===== src/rtl/groestl_pkg.sv =====
// Groestl-256 message buffer shared constants.
// Holds block geometry and the word-to-slot mapping.
package groestl_pkg;

  localparam int WORD_W        = 16;
  localparam int BLK_W         = 512;
  localparam int WORDS_PER_BLK = BLK_W / WORD_W;
  localparam int WCNT_W        = 5;

  // MSB index of word slot idx; word 0 sits at the top of the block
  function automatic int slot_hi(
    input int idx,
    input int ww,
    input int bw
  );
    return bw - 1 - ww * idx;
  endfunction

endpackage


===== src/rtl/groestl_msg_buffer.sv =====
// Groestl-256 message buffer: packs host words into blocks
// and hands them to the core through a one-deep output register.
module groestl_msg_buffer #(
  parameter int WORD_W = groestl_pkg::WORD_W,
  parameter int BLK_W  = groestl_pkg::BLK_W
) (
  input  logic              clk,
  input  logic              rst_n,
  input  logic              clr,
  input  logic              ld_msg,
  input  logic [WORD_W-1:0] idata,
  input  logic              last_in,
  output logic              m_valid,
  output logic [BLK_W-1:0]  m_data,
  output logic              m_last,
  input  logic              m_ready,
  output logic [63:0]       blk_cnt,
  output logic              ovf
);

  localparam int NW = BLK_W / WORD_W;
  localparam int CW = $clog2(NW);

  logic [BLK_W-1:0] abuf;
  logic [CW-1:0]    wcnt;
  logic             afull;
  logic             last_r;
  logic             xfer;
  logic             acc;
  logic             wlast;

  // Move a full block out whenever the output slot is free or draining
  assign xfer  = afull && (!m_valid || m_ready);
  assign acc   = ld_msg && (!afull || xfer);
  assign wlast = (wcnt == CW'(NW - 1));

  // Assembly buffer, word counter and full flag
  always_ff @(posedge clk or negedge rst_n) begin
    if (!rst_n) begin
      abuf   <= '0;
      wcnt   <= '0;
      afull  <= 1'b0;
      last_r <= 1'b0;
    end else if (clr) begin
      wcnt   <= '0;
      afull  <= 1'b0;
      last_r <= 1'b0;
    end else begin
      if (xfer)
        afull <= 1'b0;
      if (acc) begin
        abuf[groestl_pkg::slot_hi(int'(wcnt), WORD_W, BLK_W) -: WORD_W]
          <= idata;
        if (wlast) begin
          wcnt   <= '0;
          afull  <= 1'b1;
          last_r <= last_in;
        end else begin
          wcnt <= wcnt + CW'(1);
        end
      end
    end
  end

  // Output register toward the core
  always_ff @(posedge clk or negedge rst_n) begin
    if (!rst_n) begin
      m_valid <= 1'b0;
      m_data  <= '0;
      m_last  <= 1'b0;
    end else if (clr) begin
      m_valid <= 1'b0;
      m_last  <= 1'b0;
    end else if (xfer) begin
      m_valid <= 1'b1;
      m_data  <= abuf;
      m_last  <= last_r;
    end else if (m_valid && m_ready) begin
      m_valid <= 1'b0;
    end
  end

  // Block counter for length padding and sticky overflow
  always_ff @(posedge clk or negedge rst_n) begin
    if (!rst_n) begin
      blk_cnt <= '0;
      ovf     <= 1'b0;
    end else if (clr) begin
      blk_cnt <= '0;
      ovf     <= 1'b0;
    end else begin
      if (xfer)
        blk_cnt <= blk_cnt + 64'd1;
      if (ld_msg && afull && !xfer)
        ovf <= 1'b1;
    end
  end

endmodule


===== config.mk =====
export PLATFORM = sky130hd
export DESIGN_NAME = groestl_msg_buffer
export DESIGN_NICKNAME = d
export VERILOG_FILES = /design/src/rtl/groestl_pkg.sv /design/src/rtl/groestl_msg_buffer.sv
export SDC_FILE = /design/constraint.sdc
export NUM_CORES = 2
export LEC_CHECK = 0
export BUFFER_PORTS_ARGS = -buffer_cell sky130_fd_sc_hd__buf_2
export CORE_MARGIN = 2
export CORE_UTILIZATION = 61
export DETAILED_ROUTE_END_ITERATION = 8
export PLACE_DENSITY = 0.92
export SLEW_MARGIN = 40
export SYNTH_ARGS = -nofsm -noshare
export SYNTH_HDL_FRONTEND = slang
export SYNTH_SLANG_ARGS = --single-unit

===== constraint.sdc =====
create_clock -name clk -period 4.9 [get_ports clk]
set_input_delay 0.245 -clock clk [delete_from_list [all_inputs] [get_ports clk]]
set_output_delay 0.245 -clock clk [all_outputs]
set_load 0.02 [all_outputs]

# Yosys cells after proc, flatten, opt, wreduce, memory -nomap -nowiden
# Index checks and enable logic that the tools add are counted.
# word_totals
elab_cells,55
in_bits,22
out_inout_bits,579
register_bits,1098
# op_classes
reduce_logical,18
eq_ne,1
shift,2
add_sub_neg,4
bitwise_logic,1
n_mux,20
# op_table
cell,n
$shift 16x33->527 const A,1
$shiftx 16x33->527,1
$bwmux 512,1
$mux 64,2
$add 64x1->64 const B,1
$neg 10->33,1
$mux 5,3
$mux 1,14
$sub 9x9->10 const A,1
$reduce_bool 2->1,4
$reduce_and 2->1,3
$add 5x1->5 const B,1
$eq 5x5->1 const B,1
$logic_and 1x1->1,5
$logic_not 1->1,3
$reduce_bool 3->1,1
$logic_or 1x1->1,2
$not 1->1,1

# Logic depth before layout (Yosys ltp)
# depth
word_depth,7
ltp_mapped,9
depth_no_buf,6

# Worst setup path after synthesis
# Ideal clock, no wire load.
# synth_path
kind,reg2reg
startpoint,register afull
endpoint,register abuf[342]
path_stages_with_launch,10
period_less_slack_ps,2377
setup_ps,125
path_slack_ps,2523
required_time_ps,4775
path_buffers,4
arrival_ps,2253
cell_sequence,dfrtp_1 > clkbuf_1 > nand3b_1 > nor4bb_1 > clkbuf_1 > buf_4 > nand2_1 > nor2_1 > buf_4 > mux2_2
# synth_via
elab_chain_len,4
word_cells_on_any_way,5
cone_classes,reduce/logical (5)
# synth_rtl
element,line,rtl
"start, declared",groestl_msg_buffer.sv:26,logic afull;
"start signal, assigned",groestl_msg_buffer.sv:42,afull <= 1'b0;
"start signal, assigned",groestl_msg_buffer.sv:46,afull <= 1'b0;
"start signal, assigned",groestl_msg_buffer.sv:50,afull <= 1'b0;
$logic_not 1->1 / $logic_and 1x1->1 (equally long branches),"groestl_msg_buffer.sv:34, groestl_msg_buffer.sv:33",
$logic_or 1x1->1 *,groestl_msg_buffer.sv:34,assign acc = ld_msg && (!afull || xfer);
$logic_and 1x1->1 *,groestl_msg_buffer.sv:34,
$reduce_and 2->1 (no source line) *,-,
"end signal, assigned",groestl_msg_buffer.sv:40,abuf <= '0;
"end, declared",groestl_msg_buffer.sv:24,logic [BLK_W-1:0] abuf;
# Mark *: on every way between the ends. The rest lies on a longest branch, timed or not.
# A chain may end at the register's enable or synchronous reset.

# Worst setup path after layout
# layout_path
startpoint,register blk_cnt[3]
endpoint,register blk_cnt[52]
# layout_via
elab_chain_len,3
# layout_rtl
element,line,rtl
"start, declared",groestl_msg_buffer.sv:17,"output logic [63:0] blk_cnt,"
"start signal, assigned",groestl_msg_buffer.sv:93,blk_cnt <= blk_cnt + 64'd1;
$add 64x1->64,groestl_msg_buffer.sv:93,
$mux 64,groestl_msg_buffer.sv:92,if (xfer)
$mux 64,groestl_msg_buffer.sv:88,end else if (clr) begin
# Every way passes these cells. The select of a mux whose other input is x is not followed.

==> impl_metrics.py <==
metrics = {
    "run_status": {
        "status": "finished, final reports clean",
    },
    "worst_setup_path": {
        "worstPathRequired_ps": 5470,
        "crit_buf_inv": 0,
        "reg2reg_slack_ps": 1840,
        "crit_start": "blk_cnt[3]",
        "crit_end": "blk_cnt[52]",
        "path_class": "reg2reg",
        "start_kind": "flop",
        "cp-end-kind": "flop",
        "crit_path_top_delay_cell": "nand4_1",
        "cp.arrival_ps": 3630,
        "worstSetupPathDepth": 5,
        "path_max_fanout": 20,
        "path_cells": "and4_1 -> and3_1 -> nand4_1 -> or4_1 -> a21oi_1",
        "ff2ff_path_depth": 5,
        "max_stage_delay_ps": 730,
        "r2r_end": "blk_cnt[52]",
        "rr_startpoint": "blk_cnt[3]",
        "path_delay_family": "simple AND/OR/NAND/NOR gates",
    },
    "placement": {
        "dpl_cell_area_um2": 46200,
        "dp_hpwl_mm": 79.4,
        "placed_cells": 4589,
        "place.gp.congestion": 0.838,
        "port_buffers": 600,
        "dp_slack_ps": 1900,
    },
    "min_path": {
        "hold_path.class": "in2reg",
    },
    "logic_synthesis": {
        "yosys.cell_count.top_type": "dfrtp_1",
        "synth_warnings": 0,
        "netlist.area_leader.share": 0.654,
        "synth_cells": 3222,
        "synthArstFlopShare": 1.00,
        "ys_seq_area_frac": 0.654,
        "syn_area_um2": 42000,
        "ys_types": 40,
        "synth_common_cells": "dfrtp_1, mux2_2, nand2_1",
        "netlist_top_cells_area": "dfrtp_1, mux2_2, nand2_1",
        "syn_avg_cell_area_um2": 13.0,
        "synth_top_cell_by_area": "dfrtp_1",
        "synth-main-ff-cell": "dfrtp_1",
        "synth-edff-count": 0,
        "synth-seq-cells": 1098,
        "synth_fp_nets": 3252,
    },
    "power": {
        "clock_power_share": 0.466,
        "combPwrFrac": 0.027,
        "powerDensity_nw_per_um2": 363,
        "intPower_mw": 14.1,
        "pwr-share-seq": 0.507,
        "ir_worst_vdd_mv": 0.295,
        "leakage_nw": 26.3,
        "switchingPower_mw": 3.99,
        "sw_frac_of_total": 0.221,
    },
    "sta": {
        "worst_pin_slew_ps": 855,
        "holdWs_ps": 96.1,
        "fmax_mhz": 327,
        "clock_skew_ps": 55.5,
        "rsz0062_at_grt": "no",
        "slew-limit-headroom": 0.426,
        "finalHoldViolations": 0,
        "slew_violations": 0,
        "setup_tns_ps": 0,
        "setup_violations": 0,
        "period_minus_slack_ps": 3060,
        "setup_ws_ps": 1840,
        "fin_crit_sh": 0.624,
    },
    "route": {
        "routed_wl_mm": 124,
        "drcViolationCount": 0,
        "drtPass1Iterations": 6,
        "vias": 29378,
        "detail-route-antenna-nets": 0,
        "viasPerCell": 6.14,
        "first_iter_violations": 2917,
        "wl_per_cell_um": 25.9,
    },
    "final_layout": {
        "drive_gt1_frac": 0.401,
        "final_cells": 4786,
        "finalInstanceArea_um2": 49800,
        "nets": 3848,
        "areaGrowthSynthToFinish_pct": 18.6,
    },
    "clock_network": {
        "cts_tree": "yes",
        "cts_resized": 0,
        "clk_pin_slew_ps": 70,
        "clk_path_buf_depth": 3,
        "htree_levels": 3,
        "cts_buffers": 104,
        "root_buffer": "clkbuf_16",
        "cts_sinks": 1098,
        "clk_latency_ps": 680,
    },
    "floorplanning": {
        "die_h_um": 266,
        "rows": 96,
        "core_area_um2": 68300,
        "num_io_pins": 601,
        "dieArea_um2": 70900,
        "initial_core_util": 0.614,
        "die_width_um": 266,
    },
    "global_routing": {
        "grt_pass1_vias": 30760,
        "antenna_found_initial": 3,
        "grt_max_degree": 145,
        "gr-usage-all-layers": 0.350,
        "grt_overflow_total": 0,
        "grt_pass1_wl_mm": 187,
    },
    "run": {
        "drv_cap": 0,
    },
}
-- cell families after synthesis --
family / Yosys count / share of synthesized area
multiplexers: 705 / 0.189
adder cells (fa/ha/maj): 8 / 0.00238
buffers and inverters: 195 / 0.0181
XOR/XNOR: 29 / 0.00605
AND/OR/NAND/NOR: 790 / 0.0816
AO/OA/AOI/OAI: 397 / 0.0484
flip-flops: 1098 / 0.654
-- flip-flops by register name, summed over array words and instances (netlist names) --
| signal | cells |
|---|---|
| last_r | 1 |
| afull | 1 |
| m_valid | 1 |
| ovf | 1 |
| wcnt | 5 |
| abuf | 512 |
| blk_cnt | 64 |
| m_data | 512 |
| m_last | 1 |
-- worst min-delay path: stages --
cell and delay [ps]:
buf_2 260, nand2_1 130, o21ai_0 80
-- layout make-up --
cell class                      instances  area, um2
Sequential cell                      1098      27500
Timing Repair Buffer                  676       3790
Clock buffer                          156       3100
Tap cell                              882       1100
Fill cell                            3925      18500
Clock inverter                         34        502
Inverter                                9       33.8
Multi-Input combinational cell       1929      13800
Antenna cell                            2       5.00
-- worst min path at each step --
stage | from | to | slack (ps) | depth (start not counted)
floorplan | rst_n | abuf[0] | -50 | 0
global placement | rst_n | abuf[294] | 450 | 1
detailed placement | rst_n | abuf[38] | 230 | 1
CTS | idata[3] | abuf[51] | 60 | 3
global route | idata[3] | abuf[51] | 100 | 3
finish | idata[3] | abuf[51] | 100 | 3
-- power by group through the flow --
| stage | sequential [mW] | clock [mW] | combinational, mW |
|---|---|---|---|
| floorplan | 9.31 | 0 | 0.155 |
| global placement | 9.32 | 0 | 0.467 |
| detailed placement | 9.33 | 0 | 0.487 |
| CTS | 9.16 | 8.45 | 0.496 |
| global route | 9.16 | 8.84 | 0.543 |
| finish | 9.16 | 8.42 | 0.492 |
-- metrics by stage --
step	power, mW	utilization
4_1_cts	18.1	0.729
3_3_place_gp	9.79	0.673
6_report	18.1	0.729
2_1_floorplan	9.47	-
5_1_grt	18.5	0.729
3_5_place_dp	9.82	0.675
-- placed cells by master (no fill, tap or decap), types with 5 or more instances in the layout --
cell type	instances
buf_12	13
inv_1	9
nor3_1	10
nand4_1	39
buf_4	55
or3_1	20
nand2_1	503
clkinv_2	15
and3_1	11
dlygate4sd3_1	5
mux2_2	704
nor2_1	110
o31ai_1	17
o21ai_0	338
bufinv_16	9
dfrtp_1	1098
buf_2	599
nand3b_1	6
nand3_1	37
a21oi_1	41
nand3_2	6
clkbuf_8	30
ha_1	8
xor2_1	26
clkbuf_1	22
clkbuf_16	104
or4_1	20
-- timing repair --
item,4_1_cts,5_1_grt
setup buffers,0,0
hold buffers,5,0
hold endpoints to repair,75,0
-- metal layers --
| metal | vias to the layer above | wire, um | global-route usage |
|---|---|---|---|
| li1 | 12335 | - | - |
| met1 | 14894 | 44400 | 0.424 |
| met5 | - | 0 | 0 |
| met4 | 0 | 9330 | 0.237 |
| met3 | 499 | 10600 | 0.0848 |
| met2 | 1650 | 59700 | 0.561 |
No activity file was read; power rests on OpenSTA's default activity.
